**src/rtl/iter_shifter.sv**
```systemverilog
// Iterative one-bit-per-clock shifter (SLL/SRL/SRA/ROR) with a start/busy/done handshake
// for the multicycle control unit; the result feeds the register-file write-back mux.
module iter_shifter #(
    parameter int DATA_WIDTH = 32,
    parameter int AMT_WIDTH  = 5
) (
    input  logic                  clk,
    input  logic                  reset_n,
    input  logic                  start,
    input  logic [1:0]            shift_op,
    input  logic [AMT_WIDTH-1:0]  shamt_in,
    input  logic [DATA_WIDTH-1:0] data_in,
    output logic                  busy,
    output logic                  done,
    output logic [DATA_WIDTH-1:0] data_out
);

    typedef enum logic [1:0] {
        ST_IDLE  = 2'b00,
        ST_SHIFT = 2'b01,
        ST_DONE  = 2'b10
    } state_t;

    localparam logic [1:0] OP_SLL = 2'b00;
    localparam logic [1:0] OP_SRL = 2'b01;
    localparam logic [1:0] OP_SRA = 2'b10;
    localparam logic [1:0] OP_ROR = 2'b11;

    localparam logic [AMT_WIDTH-1:0]  CNT_ZERO = {AMT_WIDTH{1'b0}};
    localparam logic [AMT_WIDTH-1:0]  CNT_ONE  = {{(AMT_WIDTH-1){1'b0}}, 1'b1};
    localparam logic [DATA_WIDTH-1:0] ACC_ZERO = {DATA_WIDTH{1'b0}};

    // Single-position shift of the accumulator for the latched operation.
    function automatic logic [DATA_WIDTH-1:0] shift_step(
        input logic [DATA_WIDTH-1:0] value,
        input logic [1:0]            op
    );
        logic [DATA_WIDTH-1:0] res;
        case (op)
            OP_SLL:  res = {value[DATA_WIDTH-2:0], 1'b0};
            OP_SRL:  res = {1'b0, value[DATA_WIDTH-1:1]};
            OP_SRA:  res = {value[DATA_WIDTH-1], value[DATA_WIDTH-1:1]};
            OP_ROR:  res = {value[0], value[DATA_WIDTH-1:1]};
            default: res = value;
        endcase
        return res;
    endfunction

    state_t                state_r, state_s;
    logic [DATA_WIDTH-1:0] acc_r, acc_s;
    logic [AMT_WIDTH-1:0]  cnt_r, cnt_s;
    logic [1:0]            op_r, op_s;
    logic                  busy_r, busy_s;
    logic                  done_r, done_s;

    // Next-state, datapath update and next-output decode.
    always_comb begin
        state_s = state_r;
        acc_s   = acc_r;
        cnt_s   = cnt_r;
        op_s    = op_r;
        case (state_r)
            ST_IDLE: begin
                if (start) begin
                    acc_s = data_in;
                    cnt_s = shamt_in;
                    op_s  = shift_op;
                    if (shamt_in != CNT_ZERO) begin
                        state_s = ST_SHIFT;
                    end else begin
                        state_s = ST_DONE;
                    end
                end else begin
                    state_s = ST_IDLE;
                end
            end
            ST_SHIFT: begin
                acc_s = shift_step(acc_r, op_r);
                // cnt is always >= 1 here, so the decrement cannot wrap.
                cnt_s = cnt_r - CNT_ONE;
                if (cnt_r == CNT_ONE) begin
                    state_s = ST_DONE;
                end else begin
                    state_s = ST_SHIFT;
                end
            end
            ST_DONE: begin
                state_s = ST_IDLE;
            end
            default: begin
                state_s = ST_IDLE;
            end
        endcase

        // Handshake flags are registered from the next state, so they track state exactly.
        if ((state_s == ST_SHIFT) || (state_s == ST_DONE)) begin
            busy_s = 1'b1;
        end else begin
            busy_s = 1'b0;
        end
        if (state_s == ST_DONE) begin
            done_s = 1'b1;
        end else begin
            done_s = 1'b0;
        end
    end

    // State, datapath and output registers with asynchronous reset.
    always_ff @(posedge clk or negedge reset_n) begin
        if (!reset_n) begin
            state_r <= ST_IDLE;
            acc_r   <= ACC_ZERO;
            cnt_r   <= CNT_ZERO;
            op_r    <= OP_SLL;
            busy_r  <= 1'b0;
            done_r  <= 1'b0;
        end else begin
            state_r <= state_s;
            acc_r   <= acc_s;
            cnt_r   <= cnt_s;
            op_r    <= op_s;
            busy_r  <= busy_s;
            done_r  <= done_s;
        end
    end

    assign busy     = busy_r;
    assign done     = done_r;
    assign data_out = acc_r;

endmodule
```
**config.mk**
```make
export PLATFORM = sky130hd
export DESIGN_NAME = iter_shifter
export DESIGN_NICKNAME = d
export VERILOG_FILES = /design/src/rtl/iter_shifter.sv
export SDC_FILE = /design/constraint.sdc
export NUM_CORES = 1
export LEC_CHECK = 0
export CAP_MARGIN = 20
export CORE_MARGIN = 8
export CORE_UTILIZATION = 35
export CTS_CLUSTER_DIAMETER = 30
export DETAILED_ROUTE_END_ITERATION = 8
export PLACE_DENSITY = 0.67
export RECOVER_POWER = 50
export SKIP_LAST_GASP = 1
export SLEW_MARGIN = 15
export SYNTH_ARGS = -nofsm -noshare
export SYNTH_HDL_FRONTEND = slang
export SYNTH_SLANG_ARGS = --single-unit
```
**constraint.sdc**
```tcl
create_clock -name clk -period 3.7 [get_ports clk]
set_clock_uncertainty 0.1 [all_clocks]
set_input_delay 0.555 -clock clk [delete_from_list [all_inputs] [get_ports clk]]
set_output_delay 0.555 -clock clk [all_outputs]
set_load 0.01 [all_outputs]
```
# [Word-level counts from Yosys, hierarchy flattened]
# Index checks and enable logic that the tools add are counted.
[word_totals] input_bits=42 output_inout_bits=34 ff_bits=43
[classes] muxes=11 n_reduce_logical=8 n_eq_ne=9 add_sub_neg=1
[op_table] cell="32-bit one-hot mux with 4 select lines" n=1
[op_table] cell="32-bit one-hot mux with 2 select lines" n=1
[op_table] cell="32-bit two-way mux" n=1
[op_table] cell="5-bit one-hot mux with 2 select lines" n=1
[op_table] cell="2-bit by 1-bit equality test with 1-bit output, second input constant" n=3
[op_table] cell="2-bit equality test, second input constant" n=3
[op_table] cell="2-bit two-way mux" n=3
[op_table] cell="5-bit by 1-bit equality test with 1-bit output, second input constant" n=1
[op_table] cell="5-bit two-way mux" n=1
[op_table] cell="5-bit nonzero test" n=1
[op_table] cell="5-bit by 1-bit subtractor with 5-bit output, second input constant" n=1
[op_table] cell="2-bit zero test" n=2
[op_table] cell="2-bit inequality test, second input constant" n=2
[op_table] cell="2-bit one-hot mux with 2 select lines" n=1
[op_table] cell="2-bit AND reduction" n=2
[op_table] cell="3-bit AND reduction" n=1
[op_table] cell="1-bit two-way mux" n=2
[op_table] cell="2-bit nonzero test" n=1
[op_table] cell="1-bit logical OR" n=1

# [Depth between registers and ports, before layout]
# Gate-level depths: netlist of run 1.
[logic_depth] word_depth=7 mapped_depth=6 mapped_depth_nobuf=6

# [Worst setup path after synthesis of run 1]
# OpenSTA, ideal clock, no wires.
[synth_timing] path_type="input port to flip-flop" startpoint="in shamt_in[1]" endpoint="reg busy_r (netlist: busy)" stages=5 arrival_ps=1642 path_buffers=0 t_required_ps=3537 setup_time_ps=63 setup_slack_ps=1895 cell_sequence="or4_4 -> nand3b_4 -> a21oi_2 -> ha_1 -> inv_1"
[synth_via] elab_chain_cells=7 elab_cells_between_ends=8 cone_classes="eq/ne: 2; mux: 4; reduce/logical: 2"
[synth_lines] item="from (decl)" line_no="11" text="input logic [AMT_WIDTH-1:0] shamt_in,"
[synth_lines] item="5-bit nonzero test (*)" line_no="68" text="if (shamt_in != CNT_ZERO) begin"
[synth_lines] item="2-bit two-way mux (*)" line_no="68"
[synth_lines] item="2-bit two-way mux (*)" line_no="64" text="if (start) begin"
[synth_lines] item="2-bit one-hot mux with 2 select lines (*)" line_no="62" text="case (state_r)"
[synth_lines] item="net state_s[1]" line_no="49" text="state_t state_r, state_s;"
[synth_lines] item="2-bit by 1-bit equality test with 1-bit output or 2-bit equality test (tied branches)" line_no="96" text="if ((state_s == ST_SHIFT) || (state_s == ST_DONE)) begin"
[synth_lines] item="1-bit logical OR (*)" line_no="96"
[synth_lines] item="1-bit two-way mux (*)" line_no="96"
[synth_lines] item="net busy_s" line_no="53" text="logic busy_r, busy_s;"
[synth_lines] item="to (signal assigned)" line_no="122" text="busy_r <= busy_s;"
[synth_lines] item="to (decl)" line_no="53"
# Mark *: on every way through the listed nets, which the timed path passes. The rest lies on a longest branch.
# A chain may end at the register's enable or synchronous reset.

==> results of run 1 <==
report_power, final:
part / internal [mW] / leakage [nW] / switching (mW)
Sequential: 0.720 / 0.511 / 0.275
Combinational: 0.884 / 0.736 / 0.932
Clock: 0.132 / 0.0412 / 0.175
placed cells by master, fill, tap and decap left out, types with 3 or more instances in the layout:
master	count
buf_4	5
ha_1	3
o22ai_1	3
a211oi_1	31
a21oi_1	7
nand2_1	31
clkbuf_8	5
o21ai_0	35
dfrtp_1	43
clkbuf_1	3
dlygate4sd3_1	9
clkdlybuf4s50_1	65
o21a_1	30
o21ai_1	29
inv_1	6
flip-flops by register name, indices dropped and copies added, names as in the netlist:
signal	cells
busy	1
cnt_r	5
data_out	32
done	1
op_r	2
state_r	2
cell families after synthesis:
| group | count (synthesis) | synth area share [%] |
|---|---|---|
| compound gates | 146 | 37.9 |
| simple gates | 50 | 10.5 |
| fa+ha+maj | 3 | 1.51 |
| buf+inv | 32 | 6.03 |
| mux | 2 | 0.904 |
| flops | 43 | 43.2 |
metal layers:
metal / routed length (microns) / up-vias
met5: 0 / -
met4: 65 / 0
met3: 453 / 6
met2: 3230 / 67
met1: 3570 / 1128
li1: - / 1137
metrics by stage:
| step | instances | hold slack [ns] | worst slack [ns] |
|---|---|---|---|
| after CTS | 434 | 0.351 | 1.55 |
| after global placement | 426 | 0.420 | 1.42 |
| after global routing | 435 | 0.196 | 0.808 |
| after floorplan | 276 | 0.159 | 1.89 |
| final | 435 | 0.152 | 1.23 |
| after detailed placement | 426 | 0.434 | 1.38 |
path summary, 6_finish.rpt:
check / end / cells past startpoint
min in group clk: data_out[28]$_DFFE_PN0P_ / 2
min: cnt_r[1]$_DFFE_PN0P_ / 1
min reg2reg: data_out[28]$_DFFE_PN0P_ / 2
max in group clk: cnt_r[3]$_DFFE_PN0P_ / 4
max reg2reg: cnt_r[3]$_DFFE_PN0P_ / 3
max: data_out[13]$_DFFE_PN0P_ / 2
layout make-up:
class | count | area share, %
Clock inverter | 2 | 0.374
Timing Repair Buffer | 81 | 23.5
Clock buffer | 6 | 2.17
Tap cell | 96 | 3.59
Sequential cell | 43 | 32.2
Multi-Input combinational cell | 201 | 37.5
Inverter | 6 | 0.674
==> results.yml, run 1 <==
yosys:
  ys_dominant_reg_cell: "dfrtp_1"
  synth_nets: 321
  yosys.cell_count.top_type: "dfrtp_1"
  synth.yosys.warnings: 0
  synth_top_area_cell: "dfrtp_1"
  avgSynthCellArea_sq_um: 9.02
  yosys.cell_types.count: 42
  synthArstFlopShare_pct: 100
  netlist_area_sq_mm: 0.00249
  ys_seq_elements: 43
  synth_top_area_share_pct: 43.2
  synth.top_cells.by_count: "dfrtp_1, o21ai_0, a211oi_1, nand2_1, o21a_1"
  synth_seq_area_share_pct: 43.2
  synth_cells: 276
  synth_enable_flop_cells: 0
  ys_top_cells_by_area: "dfrtp_1, a211oi_1, o21a_1"
sta:
  period_share_pct: 66.7
  fin_crit_ns: 2.47
  report.final.slew_viol_count: 33
  max_freq_mhz: 405
  timing_worst_slew_pin_value_ns: 1.81
  sum_of_negative_setup_slack_ns: 0
  timing.final.setup_violations: 0
  finalHoldViolCount: 0
  slew_headroom_pct: -20.6
  grt_setup_unrepaired: "false"
routing:
  drtAntennaViolNets: 0
  detail_route.iter0.violations: 155
  drt-total-wl_mm: 7.32
  route.detailed.wl_per_inst_microns: 16.8
  drcViolationCount: 0
  vias: 2338
  routed_via_count_divided_by_cell_count: 5.37
  router_iterations_before_antenna_repair: 5
setup_path:
  cell_by_cell_trace_of_the_critical_path: "clkbuf_1 -> clkbuf_1"
  worst-path-max-fanout: 32
  worstReg2RegStart: "state_r[0]$_DFF_PN0_"
  timing.critical_path.to_type: "async pin"
  crit_path_max_incr_delay_ns: 1.36
  timing.setup.critical_path_class: "in2async"
  critical_path.top_delay_family: "buffers and inverters"
  worstPathArrival_ns: 2.44
  setup.worst_path.start_class: "primary input"
  setup.worst_path.start: "reset_n"
  ff2ff_setup_slack_ns: 1.48
  number_of_buffer_and_inverter_stages_on_the_critical_path: 2
  crit_path_top_delay_cell: "clkbuf_1"
  worst_ep_required_time_ns: 3.67
  critPathMostFrequentCell: "clkbuf_1"
global_routing:
  use_met3_pct: 4.57
  grt_pass1_wl_mm: 12.4
  most_crowded_layer_after_global_routing: "met2"
  overflow: 0
  antenna_found_initial: 0
  use_met2_pct: 22.8
  gr-usage-met1_pct: 20.5
  grt_pass1_vias: 2414
  grtUsageTotal_pct: 15.1
  grt_max_degree: 44
layout:
  multi_input_comb_area_sq_mm: 0.00125
  final_nets: 383
  layout_stage_area_growth_over_the_synthesis_result_pct: 34.3
  final_core_util_pct: 48.9
  antenna_cells_inserted: 0
  postLayoutCellArea_sq_mm: 0.00334
  fill_cells: 693
  final-seq-area_sq_mm: 0.00108
  post_route_cells_drive_above_1_share_pct: 5.60
place:
  io_buffers: 75
  post_dp_cell_area_sq_mm: 0.00327
  dp_hpwl_mm: 4.81
  gpl.final_weighted_congestion: 0.800
outcome:
  failed_checks: "max-capacitance violations, max-slew violations"
  status: "finished, violations left"
floorplan:
  pin_count: 76
  fp.dieArea_sq_mm: 0.0101
  placementRows: 30
  initial_utilization_pct: 36.4
  core_area_sq_mm: 0.00683
  chipHeight_microns: 100
  dieWidth_microns: 100
worst_hold_path:
  hp-class: "in2async"
cts:
  max_clock_buf_depth: 2
  cts_bufs_inserted: 5
  cts_hold_repair.buffers: 0
  postCtsSetupRepairBufs: 0
  clock-sinks: 43
  clk_latency_ns: 0.30
  postCtsResizedCells: 0
  ctsRootBufferMaster: "clkbuf_8"
  clock_edge_transition_at_the_registers_on_the_reported_setup_and_hold_paths_ns: 0.09
  htree_num_levels: 2
  cts_tree: "done"
power_and_ir_drop:
  power_leakage_nw: 1.29
  p_per_area_mw_per_mm2: 933
  irDropWorstVdd_v: 0.000379
  post-layout-total-power_mw: 3.12
job:
  maxCapViolCount: 1
No activity file was read; power rests on OpenSTA's default activity.
==> run 2, diff against run 1 <==
--- a/config.mk
+++ b/config.mk
@@ -10,7 +10,7 @@
 export CORE_UTILIZATION = 35
 export CTS_CLUSTER_DIAMETER = 30
 export DETAILED_ROUTE_END_ITERATION = 8
-export PLACE_DENSITY = 0.67
+export PLACE_DENSITY = 0.69
 export RECOVER_POWER = 50
 export SKIP_LAST_GASP = 1
 export SLEW_MARGIN = 15
==> constraint.sdc (replaced) <==
create_clock -name clk -period 2.1 [get_ports clk]
set_clock_uncertainty 0.1 [all_clocks]
set_input_delay 0.315 -clock clk [delete_from_list [all_inputs] [get_ports clk]]
set_output_delay 0.315 -clock clk [all_outputs]
set_load 0.01 [all_outputs]
==> results.yml, run 2 (synthesis gave the netlist of run 1 again) <==
sta:
  report.final.slew_viol_count: 0
  grt_setup_unrepaired: "false"
  fin_crit_ns: 1.85
  timing.final.setup_violations: 0
  max_freq_mhz: 541
  slew_headroom_pct: 18.4
  period_share_pct: 88.0
  sum_of_negative_setup_slack_ns: 0
  finalHoldViolCount: 0
  final.hold.worst_slack_ns: 0.447
  timing_worst_slew_pin_value_ns: 1.22
global_routing:
  grtUsageTotal_pct: 15.0
  grt_max_degree: 36
  grt_pass1_wl_mm: 12.3
  use_met3_pct: 4.78
  most_crowded_layer_after_global_routing: "met2"
  grt_pass1_vias: 2433
  overflow: 0
  antenna_found_initial: 0
  use_met2_pct: 23.2
  gr-usage-met1_pct: 19.9
setup_path:
  ff2ff_setup_slack_ns: 0.25
  timing.critical_path.to_type: "flip-flop"
  setup.worst_path.start_class: "flip-flop"
  worstPathArrival_ns: 1.94
  timing.setup.critical_path_class: "reg2reg"
  worst-path-max-fanout: 9
  worst_ep_required_time_ns: 2.20
  worstReg2RegStart: "state_r[0]$_DFF_PN0_"
  setup.worst_path.start: "state_r[0]$_DFF_PN0_"
routing:
  vias: 2331
  routed_via_count_divided_by_cell_count: 5.26
  drtAntennaViolNets: 0
  drt-total-wl_mm: 7.38
  drcViolationCount: 0
  detail_route.iter0.violations: 118
  router_iterations_before_antenna_repair: 4
  route.detailed.wl_per_inst_microns: 16.7
cts:
  ctsRootBufferMaster: "clkbuf_8"
  clock_edge_transition_at_the_registers_on_the_reported_setup_and_hold_paths_ns: 0.08
  clk_latency_ns: 0.29
  cts_bufs_inserted: 5
  htree_num_levels: 2
  postCtsSetupRepairBufs: 0
  clock-sinks: 43
  postCtsResizedCells: 0
  max_clock_buf_depth: 2
  cts_tree: "done"
layout:
  fill_cells: 669
  layout_stage_area_growth_over_the_synthesis_result_pct: 39.8
  multi_input_comb_area_sq_mm: 0.00125
  post_route_cells_drive_above_1_share_pct: 8.07
  postLayoutCellArea_sq_mm: 0.00348
  final_nets: 391
  antenna_cells_inserted: 0
  mostFrequentLayoutCell: "clkdlybuf4s50_1"
  finish.cell_count_without_fillers: 443
  final-seq-area_sq_mm: 0.00108
  largest_register_ff_count: 32
  layout_common_cells: "clkdlybuf4s50_1, dfrtp_1, o21ai_0, a211oi_1, nand2_1"
power_and_ir_drop:
  irDropWorstVdd_v: 0.000773
  power_leakage_nw: 1.36
  p_per_area_mw_per_mm2: 1670
floorplan:
  placementRows: 30
  core_area_sq_mm: 0.00683
  dieWidth_microns: 100
  chipHeight_microns: 100
  fp.dieArea_sq_mm: 0.0101
  initial_utilization_pct: 36.4
  pin_count: 76
place:
  dp_hpwl_mm: 5.14
  gpl.final_weighted_congestion: 0.804
  dp.cells: 434
  io_buffers: 75
  post_dp_cell_area_sq_mm: 0.00335
worst_hold_path:
  worst_hold_startpoint: "cnt_r[3]$_DFFE_PN0P_"
  hp-class: "reg2reg"
job:
  maxCapViolCount: 0
outcome:
  status: "complete, no violations"
run 2: cell count changes in the layout (fill, tap and decap cells not counted), moves of 2 or more:
| cell | change |
|---|---|
| buf_4 | +6 |
| clkdlybuf4s50_1 | +3 |
| o21ai_0 | +3 |
| o21ai_1 | -3 |
| buf_12 | +2 |
| bufinv_16 | +2 |
| dlygate4sd3_1 | -2 |
run 2: final cells by class:
type                       instances  area share, %
tap                               96           3.45
sequential                        43           30.9
multi-input combinational        201           36.0
clock buffer                       6           2.08
clock inverter                     2           1.72
inverter                           6          0.647
timing repair buffer              89           25.2
run 2: worst paths after layout:
path	endpoint	cells past startpoint
hold reg to reg	cnt_r[3]$_DFFE_PN0P_	1
min in group asynchronous	cnt_r[1]$_DFFE_PN0P_	2
setup / recovery	busy$_DFF_PN0_	5
setup reg to reg	busy$_DFF_PN0_	5
hold / removal	cnt_r[3]$_DFFE_PN0P_	1
max in group asynchronous	data_out[24]$_DFFE_PN0P_	3
run 2: worst max-delay path, stage by stage, from the launching register on:
cell     delay, ns
dfrtp_1       0.49
nor2b_1       0.42
o21ai_0       0.23
a21o_1        0.21
ha_1          0.27
inv_1         0.03
run 2: stage by stage:
step	total power, mW	worst slack, ns	utilization (%)
after floorplan	3.79	0.535	-
after global placement	5.04	0.0663	49.0
after detailed placement	5.11	0.0304	49.0
after CTS	5.90	0.342	51.1
after global routing	6.31	0.161	51.0
final	5.83	0.252	51.0
run 2: repair_timing:
action | CTS | global route
hold buffers | 1 | 0
endpoints found under the setup margin | 0 | 0
hold endpoints to repair | 20 | 0
run 2: report_power, final:
group | leakage (nW) | switching, mW | internal (mW) | total (mW)
registers | 0.511 | 0.489 | 1.27 | 1.76
logic | 0.782 | 1.65 | 1.65 | 3.30
clock network | 0.0654 | 0.296 | 0.476 | 0.772
run 2: routing by layer:
| metal | vias up | part of all wire [%] |
|---|---|---|
| met1 | 1119 | 47 |
| met2 | 59 | 46 |
| met4 | 0 | 0.39 |
| met5 | - | 0 |
| li1 | 1149 | - |
| met3 | 4 | 6.3 |
